**src/rtl/demux_steer_ctrl_pkg.sv**
```systemverilog
// Shared definitions for the demux steering controller and the demux bench.
//   steer_state_e : sequencer state encoding (RUN / DRAIN / GAP)
//   GAP_CNT_W     : width of the idle-gap counter (GAP_CYC is at most 7)
//   clamp_sel()   : limits a requested select to the highest legal output
package demux_steer_ctrl_pkg;

    typedef enum logic [1:0] {
        ST_RUN   = 2'd0,
        ST_DRAIN = 2'd1,
        ST_GAP   = 2'd2
    } steer_state_e;

    localparam int unsigned GAP_CNT_W = 3;

    // Selects are at most 2 bits wide in practice; 8 bits leaves headroom.
    function automatic logic [7:0] clamp_sel(input logic [7:0] sel, input logic [7:0] max_sel);
        return (sel > max_sel) ? max_sel : sel;
    endfunction

endpackage

```
**src/rtl/demux_steer_ctrl_slice.sv**
```systemverilog
// One-beat holding register for the demux data word and its select.
// Data and select are captured together so the demux sees them change on
// the same edge.
//   clk, rst  : clock, synchronous active-high reset
//   load_i    : capture data_i/sel_i and mark the beat valid
//   ready_i   : downstream consumes the held beat this cycle
//   data_i    : word to hold          sel_i   : select to hold
//   data_o    : held word             sel_o   : held select
//   valid_o   : a beat is held
module steer_reg_slice #(
    parameter int unsigned DATA_W = 2,
    parameter int unsigned SEL_W  = 2
) (
    input  logic              clk,
    input  logic              rst,
    input  logic              load_i,
    input  logic              ready_i,
    input  logic [DATA_W-1:0] data_i,
    input  logic [SEL_W-1:0]  sel_i,
    output logic [DATA_W-1:0] data_o,
    output logic [SEL_W-1:0]  sel_o,
    output logic              valid_o
);

    logic [DATA_W-1:0] data_q;
    logic [SEL_W-1:0]  sel_q;
    logic              valid_q;

    always_ff @(posedge clk) begin
        if (rst) begin
            data_q  <= '0;
            sel_q   <= '0;
            valid_q <= 1'b0;
        end else if (load_i) begin
            data_q  <= data_i;
            sel_q   <= sel_i;
            valid_q <= 1'b1;
        end else if (valid_q && ready_i) begin
            // Data and select keep their last values after a drain.
            valid_q <= 1'b0;
        end
    end

    assign data_o  = data_q;
    assign sel_o   = sel_q;
    assign valid_o = valid_q;

endmodule

```
**src/rtl/demux_steer_ctrl.sv**
```systemverilog
// Sequencer and register slice feeding a NUM_OUT-way demux. Beats are
// grouped into bursts of BURST_LEN; each burst goes to one output, chosen
// round-robin (mode=1) or from fixed_sel (mode=0, clamped). When the select
// changes between bursts, input is stalled until the held beat leaves and
// GAP_CYC idle cycles have passed on the demux input.
//   clk, rst             : clock, synchronous active-high reset
//   in_data/valid/ready  : upstream valid/ready stream
//   mode, fixed_sel      : steering policy, sampled at burst boundaries
//   out_data/sel/valid   : registered beat and select to the demux
//   out_ready            : downstream consumes the held beat
//   burst_done           : pulse, last beat of a burst was accepted
//   beat_cnt             : beats accepted in the current burst
module demux_steer_ctrl
    import demux_steer_ctrl_pkg::*;
#(
    parameter int unsigned DATA_W    = 2,
    parameter int unsigned NUM_OUT   = 2,
    parameter int unsigned SEL_W     = 2,
    parameter int unsigned BURST_LEN = 4,
    parameter int unsigned GAP_CYC   = 1
) (
    input  logic                           clk,
    input  logic                           rst,
    input  logic [DATA_W-1:0]              in_data,
    input  logic                           in_valid,
    output logic                           in_ready,
    input  logic                           mode,
    input  logic [SEL_W-1:0]               fixed_sel,
    output logic [DATA_W-1:0]              out_data,
    output logic [SEL_W-1:0]               out_sel,
    output logic                           out_valid,
    input  logic                           out_ready,
    output logic                           burst_done,
    output logic [$clog2(BURST_LEN+1)-1:0] beat_cnt
);

    localparam int unsigned CNT_W = $clog2(BURST_LEN + 1);
    localparam logic [CNT_W-1:0] LAST_BEAT = CNT_W'(BURST_LEN - 1);
    localparam logic [SEL_W-1:0] SEL_MAX   = SEL_W'(NUM_OUT - 1);
    // The cycle in which the held beat drains already has in_ready low, so
    // the GAP state covers the remaining GAP_CYC-1 stall cycles. The demux
    // input then sees exactly GAP_CYC cycles with out_valid low.
    localparam logic [GAP_CNT_W-1:0] GAP_LOAD =
        (GAP_CYC >= 2) ? GAP_CNT_W'(GAP_CYC - 2) : '0;

    steer_state_e         state_q;
    logic [SEL_W-1:0]     cur_sel_q;
    logic [SEL_W-1:0]     nxt_sel_q;
    logic [CNT_W-1:0]     beat_cnt_q;
    logic [GAP_CNT_W-1:0] gap_q;
    logic                 burst_done_q;

    logic [SEL_W-1:0]     fix_sel;
    logic [SEL_W-1:0]     rr_sel;
    logic [SEL_W-1:0]     nxt_sel;
    logic                 slice_valid;
    logic                 accept;
    logic                 last_beat;

    always_comb begin
        fix_sel = SEL_W'(clamp_sel(8'(fixed_sel), 8'(NUM_OUT - 1)));
        rr_sel  = (cur_sel_q == SEL_MAX) ? '0 : cur_sel_q + SEL_W'(1);
        nxt_sel = mode ? rr_sel : fix_sel;
    end

    // Gated by rst so nothing is taken in the reset cycle itself.
    assign in_ready  = !rst && (state_q == ST_RUN) && (!slice_valid || out_ready);
    assign accept    = in_valid && in_ready;
    assign last_beat = (beat_cnt_q == LAST_BEAT);

    always_ff @(posedge clk) begin
        if (rst) begin
            state_q      <= ST_RUN;
            // Policy is sampled on every reset edge; the last one wins.
            cur_sel_q    <= mode ? '0 : fix_sel;
            nxt_sel_q    <= '0;
            beat_cnt_q   <= '0;
            gap_q        <= '0;
            burst_done_q <= 1'b0;
        end else begin
            burst_done_q <= 1'b0;
            case (state_q)
                ST_RUN: begin
                    if (accept) begin
                        if (last_beat) begin
                            burst_done_q <= 1'b1;
                            beat_cnt_q   <= '0;
                            if ((nxt_sel != cur_sel_q) && (GAP_CYC != 0)) begin
                                nxt_sel_q <= nxt_sel;
                                state_q   <= ST_DRAIN;
                            end else begin
                                cur_sel_q <= nxt_sel;
                            end
                        end else begin
                            beat_cnt_q <= beat_cnt_q + CNT_W'(1);
                        end
                    end
                end
                ST_DRAIN: begin
                    // Leave once the held beat is gone or going this cycle.
                    if (!slice_valid || out_ready) begin
                        if (GAP_CYC <= 1) begin
                            cur_sel_q <= nxt_sel_q;
                            state_q   <= ST_RUN;
                        end else begin
                            gap_q   <= GAP_LOAD;
                            state_q <= ST_GAP;
                        end
                    end
                end
                ST_GAP: begin
                    if (gap_q == '0) begin
                        cur_sel_q <= nxt_sel_q;
                        state_q   <= ST_RUN;
                    end else begin
                        gap_q <= gap_q - GAP_CNT_W'(1);
                    end
                end
                default: state_q <= ST_RUN;
            endcase
        end
    end

    steer_reg_slice #(
        .DATA_W (DATA_W),
        .SEL_W  (SEL_W)
    ) u_slice (
        .clk     (clk),
        .rst     (rst),
        .load_i  (accept),
        .ready_i (out_ready),
        .data_i  (in_data),
        .sel_i   (cur_sel_q),
        .data_o  (out_data),
        .sel_o   (out_sel),
        .valid_o (slice_valid)
    );

    assign out_valid  = slice_valid;
    assign burst_done = burst_done_q;
    assign beat_cnt   = beat_cnt_q;

endmodule

```
**config.mk**
```make
export PLATFORM = sky130hd
export DESIGN_NAME = demux_steer_ctrl
export DESIGN_NICKNAME = d
export VERILOG_FILES = /design/src/rtl/demux_steer_ctrl_pkg.sv /design/src/rtl/demux_steer_ctrl_slice.sv /design/src/rtl/demux_steer_ctrl.sv
export SDC_FILE = /design/constraint.sdc
export NUM_CORES = 1
export LEC_CHECK = 0
export ABC_AREA = 1
export ABC_CLOCK_PERIOD_IN_PS = 2600
export CAP_MARGIN = 20
export CORE_AREA = 2 2 41 43
export DETAILED_ROUTE_END_ITERATION = 8
export DIE_AREA = 0 0 43 45
export MAX_ROUTING_LAYER = met4
export PLACE_DENSITY = 0.76
export SYNTH_ARGS = -nofsm -noshare
export SYNTH_HDL_FRONTEND = slang
export SYNTH_HIERARCHICAL = 1
export SYNTH_SLANG_ARGS = --single-unit
export TNS_END_PERCENT = 10
```
**constraint.sdc**
```tcl
create_clock -name clk -period 2.6 [get_ports clk]
set_clock_uncertainty 0.15 [all_clocks]
set_input_delay 0.52 -clock clk [delete_from_list [all_inputs] [get_ports clk]]
set_output_delay 0.52 -clock clk [all_outputs]
set_load 0.005 [all_outputs]
```
# Word level (Yosys, flattened, before mapping)
# Cells that the tools add are included.
[totals] register_bits=18 word_cells=69
[op_classes] n_addsub=3 n_lt_le_gt_ge=1 eq_ne=15 n_mux=21 n_bitwise=3 reduce_logical=17
[ops] cell="2-bit 2-to-1 mux" n=15
[ops] cell="3-bit != test, second input constant" n=5
[ops] cell="2-bit case mux with 3 select lines" n=2
[ops] cell="2-bit != test, second input constant" n=4
[ops] cell="6-bit AND reduction" n=1
[ops] cell="5-bit AND reduction" n=1
[ops] cell="2-bit by 1-bit equality test with 1-bit output, second input constant" n=2
[ops] cell="1-bit logical AND" n=4
[ops] cell="2-bit AND reduction" n=2
[ops] cell="4-bit AND reduction" n=1
[ops] cell="4-bit nonzero test" n=1
[ops] cell="3-bit by 1-bit adder with 3-bit output, second input constant" n=1
[ops] cell="3-bit by 2-bit equality test with 1-bit output, second input constant" n=1
[ops] cell="3-bit logical NOT" n=1
[ops] cell="1-bit 2-to-1 mux" n=3
[ops] cell="3-bit 2-to-1 mux" n=1
[ops] cell="1-bit inverter" n=3
[ops] cell="3-bit OR reduction" n=1
[ops] cell="3-bit by 1-bit subtractor with 3-bit output, second input constant" n=1
[ops] cell="2-bit by 1-bit adder with 2-bit output, second input constant" n=1
[ops] cell="2-bit equality test, second input constant" n=1
[ops] cell="2-bit by 1-bit > comparator with 1-bit output, second input constant" n=1
[ops] cell="1-bit logical NOT" n=2
[ops] cell="2-bit logical NOT" n=1
[ops] cell="4 further kinds" n=4

# Depth between registers and ports, before layout
[logic_depth] depth_word=9 ltp_mapped=8 ltp_nobuf=8

# By module
# Netlist, hierarchy kept.
[modules_own_cells] mod="demux_steer_ctrl" instances=1 cells_each=61 area_each_um2=496.7
[modules_own_cells] mod="steer_reg_slice" instances=1 cells_each=22 area_each_um2=173.9

# Least setup slack after synthesis
# No wires, ideal clock.
[synth_path] kind="input to register" start="input rst" end="register cur_sel_q[0], enable pin" setup_ns=0.313 arrival_ns=1.205 required_time_ns=2.137 slack_ns=0.932 cell_stages=6 path_buffers=1 cell_sequence="buf_6 nor2_4 nand3_4 nor2_8 nor2_1 o21ai_1"
[synth_via] elab_chain_cells=6 elab_cells_between_ends=11
[synth_rtl] element="from (decl)" line="demux_steer_ctrl.sv:23" source="input logic rst,"
[synth_rtl] element="1-bit logical NOT" line="demux_steer_ctrl.sv:67" source="assign in_ready = !rst && (state_q == ST_RUN) && (!slice_valid || out_ready);"
[synth_rtl] element="1-bit logical AND (2 in series)" line="demux_steer_ctrl.sv:67"
[synth_rtl] element="1-bit logical AND" line="demux_steer_ctrl.sv:68" source="assign accept = in_valid && in_ready;"
[synth_rtl] element="3-bit != test (no source line)"
[synth_rtl] element="6-bit AND reduction (no source line) *"
[synth_rtl] element="to (signal assigned)" line="demux_steer_ctrl.sv:75" source="cur_sel_q <= mode ? '0 : fix_sel;"
[synth_rtl] element="to (signal assigned)" line="demux_steer_ctrl.sv:92" source="cur_sel_q <= nxt_sel;"
[synth_rtl] element="to (signal assigned)" line="demux_steer_ctrl.sv:103" source="cur_sel_q <= nxt_sel_q;"
[synth_rtl] element="to (decl)" line="demux_steer_ctrl.sv:47" source="logic [SEL_W-1:0] cur_sel_q;"
# Mark *: on every way between the ends. The rest lies on a longest branch, timed or not.
# A chain may end at the register's enable or synchronous reset.

# Worst setup path after layout
[layout_path] start="input out_ready" end="output in_ready"
[layout_via] elab_chain_cells=2
[layout_rtl] element="from (decl)" line="demux_steer_ctrl.sv:32" source="input logic out_ready,"
[layout_rtl] element="1-bit logical OR" line="demux_steer_ctrl.sv:67"
[layout_rtl] element="1-bit logical AND" line="demux_steer_ctrl.sv:67"
[layout_rtl] element="to (decl)" line="demux_steer_ctrl.sv:26" source="output logic in_ready,"
# No other way between the ends.

==> impl_metrics.ini <==
[die]
start_util_pct = 45.6
die_area_um2 = 1940
die_h_um = 45
die_w_um = 43
row_count = 14
io-pin-count = 19
core_um2 = 1470

[global_route]
grt_usage_pct = 16.6
use_met3_pct = 2.40
grt_pass1_wl_um = 2330
overflow = 0
use_met2_pct = 28.2
top_usage_layer = met2
met1_usage_pct = 19.0
grt_pass1_vias = 593
grt_start_max_net_pins = 10
antenna_found_initial = 0

[flow_run]
cap_violations = 0

[power]
p_leak_nw = 0.407
p_clk_share_pct = 29.8
intPower_uw = 322
peakVddDrop_uv = 287
finalPower_uw = 433
p_comb_share_pct = 15.9
p_sw_uw = 111
switching_share_pct = 25.7
pwr-share-seq_pct = 54.3
p_per_area_nw_per_um2 = 483

[critical_path]
cp_max_fo = 3
r2r.worst_path.cells = 5
end_kind = primary output
critPathArrivalTime_ps = 1480
cp-start-kind = input port
path_class = input port to primary output
required_ps = 1930

[place]
dp_hpwl_um = 1000
dp_cells = 117
pre_cts_slack_ps = 53.7
numPortBuffers = 18
gp_congestion = 0.732
placed_cell_area_um2 = 867

[clocking]
clock-sinks = 14
root_buffer = clkbuf_4
clk_pin_slew_ps = 80
tritoncts = built
cts_buffer_depth = 2
post-cts-setup-buffers = 0
clk_latency_ps = 290
cts_max_level = 1
cts_buffers = 3

[sta]
finalSetupTns_ps = 0
rsz0062_at_grt = false
clock.fmax_mhz = 465
relSlewSlack_pct = 85.6
max_slew.worst_pin.slew_ps = 214
fin_ws_ps = 450
maxSlewViolCount = 0
report.final.hold_viol_count = 0
fin_crit_sh_pct = 82.7
period_needed_ps = 2150
setup_violations = 0
hold_ws_ps = 323

[yosys]
seq_area_frac_synth_pct = 44.8
synth_nets = 93
synth_area_um2 = 671
synthTopCellsByArea = dfxtp_1 36%, nor2_1 11%, edfxtp_1 9.0%
yosys.area.top_type = dfxtp_1
syn_area_per_cell_um2 = 8.08
yosysTopAreaCellShare_pct = 35.8
synth_warnings = 6
synth_cell_types = 23
synth_seq_cells = 14
syn_inst = 83

[final_layout]
fin_area_um2 = 896
drive_gt1_share_pct = 11.4
final_nets = 116
post-route-util_pct = 60.9
final_cells = 121
final.fill_count = 135
multi_input_area_um2 = 315
areaGrowthSynthToFinish_pct = 33.6
antenna_cells = 0
register_area_um2 = 300

[worst_hold_path]
hold_class = flip-flop to flip-flop
min_path_cells = 2

[route]
drt-initial-drc-count = 4
ant_nets = 0
wire_per_inst_um = 10.5
avgViaCountPerCell = 4.93
dr_total_vias = 596
wirelength_um = 1270
drtPass1Iterations = 2
drcViolationCount = 0

[status]
status = finished, final reports clean
==> final cells by class <==
type | instances | share of cell area [%]
sequential | 14 | 33.5
clock inverter | 1 | 0.419
inverter | 11 | 4.89
multi-input combinational | 57 | 35.2
clock buffer | 3 | 2.51
timing repair buffer | 19 | 21.2
tap | 16 | 2.23
==> per-layer routing <==
layer / share of wire, % / vias up / wire [um]
li1: - / 311 / -
met1: 44 / 267 / 560
met2: 48 / 13 / 614
met3: 4.9 / 5 / 62
met4: 2.5 / 0 / 32
met5: 0 / - / 0
==> critical path, cell delays in order <==
cell             delay (ps)
clkdlybuf4s50_1         470
inv_1                    60
nand2_4                  70
inv_1                    40
nor3_1                  150
dlymetal6s2s_1          160
==> flip-flops by register name, indices dropped and copies added (netlist names) <==
register         count
beat_cnt             3
cur_sel_q            2
nxt_sel_q            2
u_slice/data_o       2
u_slice/sel_o        2
burst_done           1
state_q              1
u_slice/valid_o      1
==> worst paths after layout <==
path / end / slack [ps] / from
max: in_ready / 450 / out_ready
min: beat_cnt[2] / 320 / beat_cnt[2]
max reg2reg: cur_sel_q[1] / 1000 / beat_cnt[0]
min reg2reg: beat_cnt[2] / 320 / beat_cnt[2]
==> cell usage after synthesis <==
cell type  instances
inv_1              9
nor2_4             2
o21ai_1            1
nor2_1            19
a21oi_1            2
inv_4              1
buf_6              1
xor2_1             1
a211oi_1           1
dfxtp_1           12
nand4_1            2
nand3_1            1
nand2_1           12
a21oi_2            1
nand2_4            1
nor3_1             2
nor2_8             1
o21bai_1           1
edfxtp_1           2
ha_1               1
nand3_4            1
inv_2              1
o21ai_0            8
==> repair_timing <==
action                     CTS  global route
setup endpoints to repair    0             1
resized for setup            0             1
hold buffers                 0             0
==> kinds of logic (layout without fill, tap and decap cells) <==
group / count (synthesis) / count (layout) / share of synthesized area, %
AND/OR/NAND/NOR: 41 / 41 / 32.1
AO/OA/AOI/OAI: 14 / 14 / 11.8
flip-flops: 14 / 14 / 44.8
buffers and inverters: 12 / 34 / 8.21
adder cells (fa/ha/maj): 1 / 1 / 1.87
XOR/XNOR: 1 / 1 / 1.31
==> cells in the final DEF, fill, tap and decap left out, drive strengths merged, types with 2 or more instances in the layout <==
| master | synthesis | final |
|---|---|---|
| nor2 | 22 | 22 |
| clkdlybuf4s50 | 0 | 17 |
| nand2 | 13 | 13 |
| dfxtp | 12 | 12 |
| inv | 11 | 11 |
| o21ai | 9 | 9 |
| clkbuf | 0 | 3 |
| a21oi | 3 | 3 |
| nor3 | 2 | 2 |
| nand4 | 2 | 2 |
| edfxtp | 2 | 2 |
| nand3 | 2 | 2 |
==> power by group through the flow <==
stage	clock network (mW)	registers (mW)	logic (mW)
detailed placement	0	0.241	0.0697
floorplan	0	0.240	0.0339
global route	0.138	0.237	0.0772
CTS	0.131	0.236	0.0703
global placement	0	0.240	0.0682
finish	0.129	0.235	0.0687
No activity file was read; power rests on OpenSTA's default activity.
